--- config.mk ---
export PLATFORM = sky130hd
export DESIGN_NAME = mem_load_align_unit
export DESIGN_NICKNAME = d
export VERILOG_FILES = /design/src/rtl/mem_load_align_unit.sv
export SDC_FILE = /design/constraint.sdc
export NUM_CORES = 1
export LEC_CHECK = 0
export ABC_AREA = 1
export ABC_CLOCK_PERIOD_IN_PS = 1900
export CORE_MARGIN = 8
export CORE_UTILIZATION = 42
export CTS_CLUSTER_SIZE = 12
export DETAILED_ROUTE_END_ITERATION = 16
export GPL_TIMING_DRIVEN = 0
export PLACE_DENSITY = 0.78
export SYNTH_ARGS = -nofsm -noshare
export SYNTH_HDL_FRONTEND = slang
export SYNTH_SLANG_ARGS = --single-unit
--- constraint.sdc ---
create_clock -name clk_i -period 1.9 [get_ports clk_i]
set_clock_uncertainty 0.2 [all_clocks]
set_input_delay 0.38 -clock clk_i [delete_from_list [all_inputs] [get_ports clk_i]]
set_output_delay 0.38 -clock clk_i [all_outputs]
set_load 0.03 [all_outputs]
--- src/rtl/mem_load_align_unit.sv ---
// -----------------------------------------------------------------------------
// mem_load_align_unit
//
// Memory-stage load unit between Execute and Writeback. It waits for the
// data-memory response of a load and aligns and sign/zero-extends the
// returned word. It flags misaligned, illegal-width and faulting loads. A
// response that arrives during an external stall is parked in a hold buffer.
// The orphaned response of a squashed load is drained. The result is
// registered into the MEM/WB pipeline register.
//
// Parameters:
//   XLEN    datapath width, 32 or 64
//   NBYTES  byte lanes per memory word (derived)
//   OFFW    address byte-offset bits (derived)
//
// Ports:
//   clk_i, rst_ni         clock, asynchronous active-low reset
//   valid_i, mem_read_i   stage valid / instruction is a load
//   mem_width_i           0=BYTE 1=HALF 2=WORD 3=DWORD
//   mem_sign_i            1=sign-extend, 0=zero-extend
//   addr_i                load address
//   result_i              writeback value for non-loads
//   rd_i, rf_wr_en_i      destination register and write enable
//   stall_i, squash_i     external stall, kill of the stage instruction
//   rsp_valid_i           memory response pulse
//   rsp_rdata_i           naturally aligned read word
//   rsp_err_i             access fault
//   readwait_o            stage is holding for load data (combinational)
//   valid_o, rd_o, rf_wr_en_o, wdata_o, exc_o, exc_cause_o
//                         MEM/WB pipeline register
// -----------------------------------------------------------------------------
module mem_load_align_unit #(
  parameter int XLEN = 32,
  localparam int NBYTES = XLEN / 8,
  localparam int OFFW = $clog2(NBYTES)
) (
  input  logic            clk_i,
  input  logic            rst_ni,
  input  logic            valid_i,
  input  logic            mem_read_i,
  input  logic [1:0]      mem_width_i,
  input  logic            mem_sign_i,
  input  logic [XLEN-1:0] addr_i,
  input  logic [XLEN-1:0] result_i,
  input  logic [4:0]      rd_i,
  input  logic            rf_wr_en_i,
  input  logic            stall_i,
  input  logic            squash_i,
  input  logic            rsp_valid_i,
  input  logic [XLEN-1:0] rsp_rdata_i,
  input  logic            rsp_err_i,
  output logic            readwait_o,
  output logic            valid_o,
  output logic [4:0]      rd_o,
  output logic            rf_wr_en_o,
  output logic [XLEN-1:0] wdata_o,
  output logic            exc_o,
  output logic [3:0]      exc_cause_o
);

  localparam logic [3:0] CAUSE_ILLEGAL  = 4'd2;
  localparam logic [3:0] CAUSE_MISALIGN = 4'd4;
  localparam logic [3:0] CAUSE_FAULT    = 4'd5;

  typedef enum logic [1:0] {
    IDLE  = 2'd0,
    HELD  = 2'd1,
    DRAIN = 2'd2
  } state_e;

  state_e          state_q;
  logic [XLEN-1:0] hold_data_q;
  logic            hold_err_q;

  logic            is_load;
  logic            load_active;
  logic            illegal_width;
  logic            misaligned;
  logic            load_legal;
  logic            advance;
  logic [OFFW-1:0] off;
  logic [XLEN-1:0] rdata;
  logic            rsp_err;
  logic [XLEN-1:0] shifted;
  logic [XLEN-1:0] word_ext;
  logic [XLEN-1:0] load_data;
  logic            exc;
  logic [3:0]      exc_cause;
  logic [XLEN-1:0] wdata;

  assign is_load       = valid_i && mem_read_i;
  assign load_active   = is_load && !squash_i;
  assign illegal_width = (mem_width_i == 2'd3) && (XLEN == 32);

  always_comb begin
    misaligned = 1'b0;
    case (mem_width_i)
      2'd1:    misaligned = addr_i[0];
      2'd2:    misaligned = |addr_i[1:0];
      2'd3:    misaligned = |addr_i[2:0];
      default: misaligned = 1'b0;
    endcase
  end

  assign load_legal = !illegal_width && !misaligned;

  // In DRAIN the next response belongs to the squashed load, so any active
  // load keeps waiting even if a response shows up this cycle.
  assign readwait_o = load_active &&
                      ((state_q == DRAIN) ||
                       (load_legal && (state_q != HELD) &&
                        !((state_q == IDLE) && rsp_valid_i)));

  assign advance = !stall_i && (!readwait_o || squash_i);

  assign rdata   = (state_q == HELD) ? hold_data_q : rsp_rdata_i;
  assign rsp_err = (state_q == HELD) ? hold_err_q : (rsp_valid_i && rsp_err_i);

  // Only aligned accesses reach the data path, so shifting by the byte
  // offset lands every field width in the low bits of the word.
  assign off     = addr_i[OFFW-1:0];
  assign shifted = rdata >> {off, 3'b000};

  if (XLEN == 64) begin : g_word64
    assign word_ext = {{(XLEN-32){mem_sign_i & shifted[31]}}, shifted[31:0]};
  end else begin : g_word32
    assign word_ext = shifted;
  end

  always_comb begin
    load_data = shifted;
    case (mem_width_i)
      2'd0:    load_data = {{(XLEN-8){mem_sign_i & shifted[7]}}, shifted[7:0]};
      2'd1:    load_data = {{(XLEN-16){mem_sign_i & shifted[15]}}, shifted[15:0]};
      2'd2:    load_data = word_ext;
      default: load_data = shifted;
    endcase
  end

  // Illegal width outranks misalignment, and both outrank a bus fault.
  always_comb begin
    exc       = 1'b0;
    exc_cause = 4'd0;
    wdata     = result_i;
    if (load_active) begin
      if (illegal_width) begin
        exc       = 1'b1;
        exc_cause = CAUSE_ILLEGAL;
      end else if (misaligned) begin
        exc       = 1'b1;
        exc_cause = CAUSE_MISALIGN;
      end else if (rsp_err) begin
        exc       = 1'b1;
        exc_cause = CAUSE_FAULT;
        wdata     = '0;
      end else begin
        wdata     = load_data;
      end
    end
  end

  // Hold/drain FSM and the MEM/WB register share one clocked process.
  always_ff @(posedge clk_i or negedge rst_ni) begin
    if (!rst_ni) begin
      state_q     <= IDLE;
      hold_data_q <= '0;
      hold_err_q  <= 1'b0;
      valid_o     <= 1'b0;
      rd_o        <= 5'd0;
      rf_wr_en_o  <= 1'b0;
      wdata_o     <= '0;
      exc_o       <= 1'b0;
      exc_cause_o <= 4'd0;
    end else begin
      case (state_q)
        IDLE: begin
          if (rsp_valid_i && stall_i && load_active) begin
            state_q     <= HELD;
            hold_data_q <= rsp_rdata_i;
            hold_err_q  <= rsp_err_i;
          end else if (squash_i && is_load && load_legal && !rsp_valid_i) begin
            state_q <= DRAIN;
          end
        end
        HELD: begin
          if (squash_i || advance) begin
            state_q     <= IDLE;
            hold_data_q <= '0;
            hold_err_q  <= 1'b0;
          end
        end
        DRAIN: begin
          if (rsp_valid_i) begin
            state_q <= IDLE;
          end
        end
        default: state_q <= IDLE;
      endcase

      if (advance) begin
        valid_o     <= valid_i & ~squash_i;
        rd_o        <= rd_i;
        rf_wr_en_o  <= rf_wr_en_i & ~exc;
        wdata_o     <= wdata;
        exc_o       <= exc;
        exc_cause_o <= exc_cause;
      end
    end
  end

endmodule
# ---- Word-level counts from Yosys, hierarchy flattened
# Index checks and enable logic that the tools add are counted.
dict set report word_totals {
  in_bits 113
  output_inout_bits 45
  wordCells 84
  ff_bits 79
}
dict set report classes {
  shift 1
  n_bitwise 6
  n_eq_ne 10
  n_mux 27
  reduce_logical 31
}
# cell count
set op_table {}
lappend op_table {{two-way mux 32 bit} 7}
lappend op_table {{case mux 32 bit (2 select lines)} 2}
lappend op_table {{>> shifter 32 x 5 -> 32 bit} 1}
lappend op_table {{logical AND 1 bit} 14}
lappend op_table {{two-way mux 3 bit} 4}
lappend op_table {{two-way mux 2 bit} 4}
lappend op_table {{zero test 1 bit} 7}
lappend op_table {{two-way mux 1 bit} 7}
lappend op_table {{== test 2 bit, second input constant} 3}
lappend op_table {{inequality test 2 x 1 -> 1 bit, second input constant} 3}
lappend op_table {{case mux 2 bit (3 select lines)} 1}
lappend op_table {{AND reduction 3 bit} 2}
lappend op_table {{bitwise AND 1 bit} 4}
lappend op_table {{== test 2 x 1 -> 1 bit, second input constant} 2}
lappend op_table {{zero test 2 bit} 2}
lappend op_table {{logical OR 1 bit} 3}
lappend op_table {{inequality test 3 x 1 -> 1 bit, second input constant} 1}
lappend op_table {{case mux 1 bit (3 select lines)} 1}
lappend op_table {{OR reduction 3 bit} 1}
lappend op_table {{inequality test 2 bit, second input constant} 1}
lappend op_table {{NOT 1 bit} 2}
lappend op_table {{case mux 1 bit (2 select lines)} 1}
lappend op_table {{nonzero test 2 bit} 1}
lappend op_table {{OR reduction 2 bit} 1}

# ---- Longest topological paths before layout
# Gate-level depths: netlist (run 1).
dict set report depth {
  ltp_word 14
  ltp_mapped 14
  ltp_nobuf 12
}

# ---- Least setup slack after synthesis (run 1)
# Ideal clock, no wire load.
dict set report synth_timing {
  kind {input to register}
  startpoint {input mem_width_i[1]}
  endpoint {register hold_data_q[24]}
  path_stages 14
  setup_ps 119
  n_path_buf 3
  path_slack_ps -47
  required_time_ps 1581
  arrival_ps 1628
  cell_sequence {buf_4 nand2_2 o21ai_2 nand2_2 nand2_1 nand2_1 nand2_2 nand2_4 nand2_2 nand2_1 buf_6 buf_4 nand2_1 o21ai_2}
}
dict set report synth_between {
  elab_chain_cells 14
  elab_cells_between_ends 17
  cone_classes {eq/ne (4); mux (1); reduce/logical (12)}
}
# element line_no
set synth_rtl {}
lappend synth_rtl {{start: declaration} 41} ;# input logic [1:0] mem_width_i,
lappend synth_rtl {{== test 2 bit (tied with other cells)} {93, 97}}
lappend synth_rtl {{case mux 1 bit (3 select lines)} 97} ;# case (mem_width_i)
lappend synth_rtl {{zero test 1 bit} 105} ;# assign load_legal = !illegal_width && !misaligned;
lappend synth_rtl {{logical AND 1 bit (*)} 105}
lappend synth_rtl {{logical AND 1 bit (*) (2 in series)} 111} ;# (load_legal && (state_q != HELD) &&
lappend synth_rtl {{logical OR 1 bit (*)} 110} ;# ((state_q == DRAIN) ||
lappend synth_rtl {{logical AND 1 bit (*)} 109} ;# assign readwait_o = load_active &&
lappend synth_rtl {{zero test 1 bit (*)} 114} ;# assign advance = !stall_i && (!readwait_o || squash_i);
lappend synth_rtl {{logical OR 1 bit (*)} 114}
lappend synth_rtl {{logical AND 1 bit (*)} 114}
lappend synth_rtl {{logical OR 1 bit (*)} 186} ;# if (squash_i || advance) begin
lappend synth_rtl {{inequality test 2 x 1 -> 1 bit (no source line) (*)} -}
lappend synth_rtl {{AND reduction 3 bit (no source line) (*)} -}
lappend synth_rtl {{end signal: assignment} 179} ;# hold_data_q <= rsp_rdata_i;
lappend synth_rtl {{end: declaration} 72} ;# logic [XLEN-1:0] hold_data_q;
# Every way passes the cells marked *; elsewhere a longest branch is shown, timed or not.
# A chain may end at the register's enable or synchronous reset.

# ---- Worst setup path in the final report (run 1)
dict set report layout_timing {
  startpoint {register state_q[1]}
  endpoint {register wdata_o[0]}
}
dict set report layout_between {
  elab_chain_cells 9
  elab_cells_between_ends 21
  cone_classes {eq/ne (3); shift (1); mux (7); reduce/logical (10)}
}
# element line_no
set layout_rtl {}
lappend layout_rtl {{start: declaration} 71} ;# state_e state_q;
lappend layout_rtl {{start signal: assignment} 165} ;# state_q <= IDLE;
lappend layout_rtl {{start signal: assignment} 178} ;# state_q <= HELD;
lappend layout_rtl {{start signal: assignment} 182} ;# state_q <= DRAIN;
lappend layout_rtl {{branches (longest 9 deep; another with two-way mux 32 bit)} -}
lappend layout_rtl {{end signal: assignment} 204} ;# wdata_o <= wdata;
lappend layout_rtl {{end: declaration} 56} ;# output logic [XLEN-1:0] wdata_o,
# Several ways; the timed one is not identified.

==> run metrics, run 1 <==
outcome=complete, but fails checks; failing checks=negative setup slack; Worst-Skew Late Latency=0.34 ns; Worst path max stage delay=0.44 ns; synth unique cells=28; Buf/Inv on CP=2; First-pass DRT Iterations=7; synthesis-stage register bit count=78; Worst VDD drop=476 uV; Antenna diodes=0; Slew headroom=0.659; placed inst area=0.00631 mm^2; CTS tree=yes; P_int=4.61 mW; FP Rows=39; layout cells sized above 1=0.258; setup slack after placement=-0.983 ns; clock sink count=78; vias=5567; Layout Cell Area excl Fill=0.00764 mm^2; Setup Viol. Count Final=31; largest net degree at the start of global routing=61; Worst Path Arrival=2.03 ns; Logic pwr share=0.376; Cells after Synth=730; Power Dens Cells=940 mW/mm^2; drt wl/cell=17.2 um; RSZ-0062 raised after global routing=true; fin nets=1016; post-synthesis cell area=0.00483 mm^2; worst hold path class=in2async; CTS H-tree lvls=3; fin worst setup slack=-0.0747 ns; share of power burned in the clock network=0.292; Switch Pwr=2.57 mW; fmax=506 MHz; Fin. Hold Viols=0; hold_ws=0.261 ns; GPL Wtd Cong=0.934; crit-path max FO=10; vias in the first global route=5315; drt drc=0; Port Buffer Count=126; 1st-iter DRT viols=485; initial antenna violation count=0; Final period util=1.04; Mapped Nets=843; Slew @ Worst Pin=0.511 ns; sequential share of power=0.332; crit path launch=state_q[1]; Clock transition at path regs=0.07 ns; Crit. End Element=register; Antenna Nets Post-Route=0; CTS buffer count=9; crit path launch type=register; Slew Limit Fails=0; crit path kind=reg2reg; first-pass GRT wire length=26100 um; Syn Area/Cell=6.62 um^2; Overall Global Routing Usage=0.219; switching share of power=0.357; CTS root buffer=clkbuf_16; die area=0.0152 mm^2; Die Ht=123 um; Final Critical Period=1.97 ns; logic depth of the worst path, buffers included=9; Cell Chain, Critical Path=buf_4 > nor2_4 > clkbuf_4 > nand2_1 > nand3_1 > a21oi_1 > nor2_1 > nand2_1 > a21oi_1; reg-to-reg critical path endpoint=wdata_o[0]; Crit-path slowest cell=dfrtp_2; Worst Path Required=1.96 ns; CP top delay family=simple AND/OR/NAND/NOR gates; die width=123 um; Overflow after GRT=0; FF-to-FF Start=state_q[1]; clock tree buffer depth=2; register-to-register setup slack=-0.07 ns; register area share after synthesis=0.404; Synth warnings=0; Total Routed Length=18000 um; num ports=158; total power=7.18 mW; max-cap viol count=0; synthesis-to-layout area growth=58.2%; HPWL Detailed=12200 um; initial core utilization=0.427; Final Util=0.675; vias per inst=5.30; R2R cell count=9; leak pwr=3.70 nW; core box area=0.0113 mm^2
power groups by stage:
stage / clock network [mW] / logic (mW) / registers, mW
detailed placement: 0 / 2.12 / 2.38
global placement: 0 / 2.08 / 2.37
floorplan: 0 / 1.13 / 2.56
global route: 2.15 / 2.90 / 2.43
finish: 2.09 / 2.70 / 2.38
CTS: 2.09 / 2.25 / 2.35
timing repair:
| action | in CTS | in global routing |
|---|---|---|
| pin swaps | 12 | 31 |
| hold buffers | 1 | 0 |
| resized for setup | 142 | 121 |
| setup endpoints to repair | 121 | 70 |
| buffers inserted | 16 | 13 |
| gates cloned | 1 | 4 |
| endpoints found under the hold margin | 18 | 0 |
per-stage QoR:
stage               std cells  TNS, ns
floorplan                 730        0
global placement          999  -265.62
detailed placement       1000   -61.32
CTS                      1034  -0.0364
global route             1051    -3.94
finish                   1051   -0.915
layer usage:
| layer | vias to the layer above | GRT usage | part of all wire |
|---|---|---|---|
| li1 | 2662 | - | - |
| met1 | 2552 | 0.265 | 0.39 |
| met2 | 295 | 0.358 | 0.48 |
| met3 | 58 | 0.0648 | 0.099 |
| met4 | 0 | 0.0910 | 0.036 |
| met5 | - | 0 | 0 |
cell families (layout without fill, tap and decap cells):
group,after synthesis,count (layout),synth area share
other,1,1,0.000776
and+or+nand+nor,451,451,0.391
DFF,78,78,0.404
buffers and inverters,107,285,0.0969
AOI/OAI and AO/OA,93,93,0.107
cell usage in the layout, fill, tap and decap left out, types with 5 or more instances in the layout:
| cell | count |
|---|---|
| clkbuf_2 | 9 |
| clkbuf_16 | 12 |
| buf_12 | 6 |
| a21oi_1 | 17 |
| clkinv_1 | 7 |
| clkbuf_4 | 5 |
| nor2_1 | 83 |
| inv_2 | 8 |
| nor2_4 | 6 |
| nand2_4 | 13 |
| nand2_2 | 40 |
| buf_6 | 10 |
| nand3_1 | 53 |
| nor3_2 | 5 |
| buf_4 | 29 |
| nand3_2 | 22 |
| clkdlybuf4s50_1 | 73 |
| a21oi_2 | 12 |
| o21ai_1 | 32 |
| buf_2 | 8 |
| o21ai_2 | 14 |
| inv_1 | 48 |
| dfrtp_1 | 76 |
| dlygate4sd2_1 | 48 |
| nand3b_1 | 7 |
| nand2_1 | 207 |
| nor2_2 | 5 |
| o21ai_0 | 10 |
worst max-delay path by stage:
stage,end
after floorplan,hold_data_q[24]
after global placement,wdata_o[5]
after detailed placement,hold_data_q[18]
after CTS,wdata_o[8]
after global routing,wdata_o[14]
final,wdata_o[0]
cells in the mapped netlist, drive strengths merged:
| master | n | area share |
|---|---|---|
| a21oi | 32 | 0.033 |
| buf | 28 | 0.035 |
| clkbuf | 13 | 0.010 |
| clkinv | 8 | 0.0062 |
| conb | 1 | 0.00078 |
| dfrtp | 78 | 0.40 |
| inv | 58 | 0.045 |
| nand2 | 263 | 0.21 |
| nand3 | 79 | 0.087 |
| nand3b | 7 | 0.011 |
| nand4 | 2 | 0.0026 |
| nor2 | 94 | 0.076 |
| nor3 | 6 | 0.0062 |
| o211a | 1 | 0.0021 |
| o21ai | 56 | 0.066 |
| o31ai | 4 | 0.0062 |
flip-flops by register name, summed over array words and instances, names as in the netlist:
register	count
hold_err_q	1
state_q	2
exc_cause_o	3
rd_o	5
rf_wr_en_o	1
exc_o	1
valid_o	1
hold_data_q	32
wdata_o	32
worst reg2reg max path, cell delays in order (launching register included):
cell	delay, ns
dfrtp_2	0.44
buf_4	0.15
nor2_4	0.18
clkbuf_4	0.24
nand2_1	0.07
nand3_1	0.10
a21oi_1	0.09
nor2_1	0.19
nand2_1	0.07
a21oi_1	0.17
area by class of cell:
type | instances | area (um^2)
Sequential cell | 78 | 1950
Multi-Input combinational cell | 545 | 2950
Clock inverter | 6 | 118
Fill cell | 908 | 3680
Buffer | 41 | 360
Tap cell | 143 | 179
Timing Repair Buffer | 162 | 1590
Clock buffer | 10 | 239
Inverter | 66 | 255
No activity file was read; power rests on OpenSTA's default activity.
==> run 2: changes to the inputs <==
Settings changed: CORE_UTILIZATION 42 to 40, PLACE_DENSITY 0.78 to 0.75.
==> run metrics, run 2 (same netlist as run 1, synthesis figures left out) <==
failing checks=negative setup slack; synthesis-to-layout area growth=57.9%; commonest non-fill, non-tap cell in the layout=nand2_1; Logic pwr share=0.388 (+0.012); clock sink count=78 (unchanged); RSZ-0062 raised after global routing=true; Clock transition at path regs=0.06 ns (about the same); CTS H-tree lvls=3 (unchanged); Overflow after GRT=0 (unchanged); CTS buffer count=9 (unchanged); HPWL Detailed=12400 um (+1.4%); Fin. Hold Viols=0 (unchanged); Power Dens Cells=895 mW/mm^2 (-4.8%); Antenna diodes=0 (unchanged); placed inst area=0.00631 mm^2 (about the same); max-cap viol count=0 (unchanged); FP Rows=40 (+2.6%); GR Util met2=0.369 (+0.0111); largest net degree at the start of global routing=60 (-1.6%); die width=126 um (+2.1%); FF-to-FF Start=state_q[1]; met3 usage=0.0582 (-0.00661); Placed Cells=1004 (+0.40%); registers with the most flip-flops=hold_data_q x32, wdata_o x32, rd_o x5; register-to-register setup slack=-0.13 ns (-0.06 ns); Layout Cell Area excl Fill=0.00763 mm^2 (-0.15%); clock tree buffer depth=2 (unchanged); hold_ws=0.268 ns (+0.00704 ns); setup slack after placement=-1.00 ns (-0.0197 ns); CTS tree=yes; Switch Pwr=2.53 mW (-1.4%); Slew Limit Fails=0 (unchanged); initial core utilization=0.405 (-0.0212); GPL Wtd Cong=0.951 (+1.8%); num ports=158 (unchanged); 1st-iter DRT viols=440 (-9.3%); drt drc=0 (unchanged); final non-filler cell total=1055 (+0.38%); P_int=4.30 mW (-6.9%); Final Critical Period=2.03 ns (+0.0572 ns); core box area=0.0119 mm^2 (+5.2%); Crit. End Element=register; fmax=492 MHz (-2.8%); Final Util=0.640 (-0.0344); Port Buffer Count=126 (unchanged); First-pass DRT Iterations=7 (unchanged); Final period util=1.07 (+0.0301); total power=6.83 mW (-4.9%); Worst VDD drop=491 uV (+3.2%); Die Ht=126 um (+2.1%); crit path kind=reg2reg; sequential share of power=0.353 (+0.021); GRT busiest layer=met2; outcome=complete, but fails checks; vias per inst=5.26 (-0.65%); Worst Path Arrival=2.06 ns (+0.03 ns); Antenna Nets Post-Route=0 (unchanged); R2R cell count=13 (+4); drt wl/cell=17.2 um (+0.36%); first-pass GRT wire length=27500 um (+5.4%); leak pwr=3.76 nW (+1.5%); crit path launch type=register; vias in the first global route=5596 (+5.3%); layout cells sized above 1=0.258 (unchanged); Worst Path Required=1.93 ns (-0.03 ns); share of power burned in the clock network=0.260 (-0.032); fin worst setup slack=-0.132 ns (-0.0572 ns); worst hold path class=in2async; Total Routed Length=18200 um (+0.74%); setup TNS=-1.07 ns (-0.150 ns); Overall Global Routing Usage=0.214 (-0.00512); fin nets=1016 (unchanged); switching share of power=0.371 (+0.0132); Setup Viol. Count Final=38 (+23%); crit-path max FO=6 (-4); die area=0.0158 mm^2 (+4.3%); vias=5552 (-0.27%); reg-to-reg critical path endpoint=wdata_o[10]; Worst-Skew Late Latency=0.35 ns (about the same); met1 usage=0.253 (-0.0123); initial antenna violation count=0 (unchanged); CTS root buffer=clkbuf_16; commonest cells after routing, fill and taps aside=nand2_1 (203), nor2_1 (84), dfrtp_1 (76), clkdlybuf4s50_1 (73), nand3_1 (58)
==> run 2: area by class of cell <==
type	count	area [um^2]
fillers	1044	4280
flip-flops and latches	78	1950
clock inverters	5	58.8
well taps	147	184
repair buffers	161	1590
clock buffers	11	243
inverters	66	255
multi-input cells	546	2980
plain buffers	41	360
==> run 2: how the worst max path moves through the flow <==
stage | endpoint | startpoint | slack (ns) | cells after the start
6_report | wdata_o[10] | state_q[1] | -0.13 | 13
5_1_grt | wdata_o[10] | state_q[1] | -0.19 | 13
4_1_cts | readwait_o | state_q[1] | -0.01 | 6
3_5_place_dp | readwait_o | valid_i | -1.00 | 8
3_3_place_gp | hold_data_q[4] | rst_ni | -2.63 | 1
2_1_floorplan | hold_data_q[24] | mem_width_i[1] | 0.01 | 14
==> run 2: worst max-delay path, cell delays in order, from the launching register on <==
cell       delay (ns)
dfrtp_2          0.44
inv_4            0.11
nand2_8          0.09
buf_12           0.16
clkbuf_16        0.17
nand2_4          0.07
nand3_1          0.08
nand2_1          0.10
nand3b_1         0.18
nand2_1          0.07
nand2_1          0.06
nand2_1          0.05
nand2_1          0.07
nand2_1          0.06
==> run 2: per-layer routing <==
metal / vias up / part of all wire / wire [um]
met5: - / 0 / 0
met4: 0 / 0.035 / 628
met3: 49 / 0.085 / 1540
met2: 269 / 0.49 / 8810
met1: 2573 / 0.40 / 7190
li1: 2661 / - / -
==> run 2: power by group through the flow <==
| stage | sequential [mW] | clock (mW) | combinational [mW] |
|---|---|---|---|
| global placement | 2.37 | 0 | 2.08 |
| floorplan | 2.56 | 0 | 1.13 |
| global route | 2.46 | 1.86 | 2.84 |
| detailed placement | 2.38 | 0 | 2.12 |
| CTS | 2.35 | 1.78 | 2.28 |
| finish | 2.41 | 1.77 | 2.65 |
==> run 2: what timing repair did <==
| action | in CTS | in global routing |
|---|---|---|
| gates cloned | 1 | 6 |
| setup endpoints to repair | 121 | 72 |
| hold buffers | 1 | 0 |
| pin swaps | 11 | 42 |
| setup buffers | 15 | 12 |
| resized for setup | 149 | 128 |
| endpoints found under the hold margin | 19 | 0 |
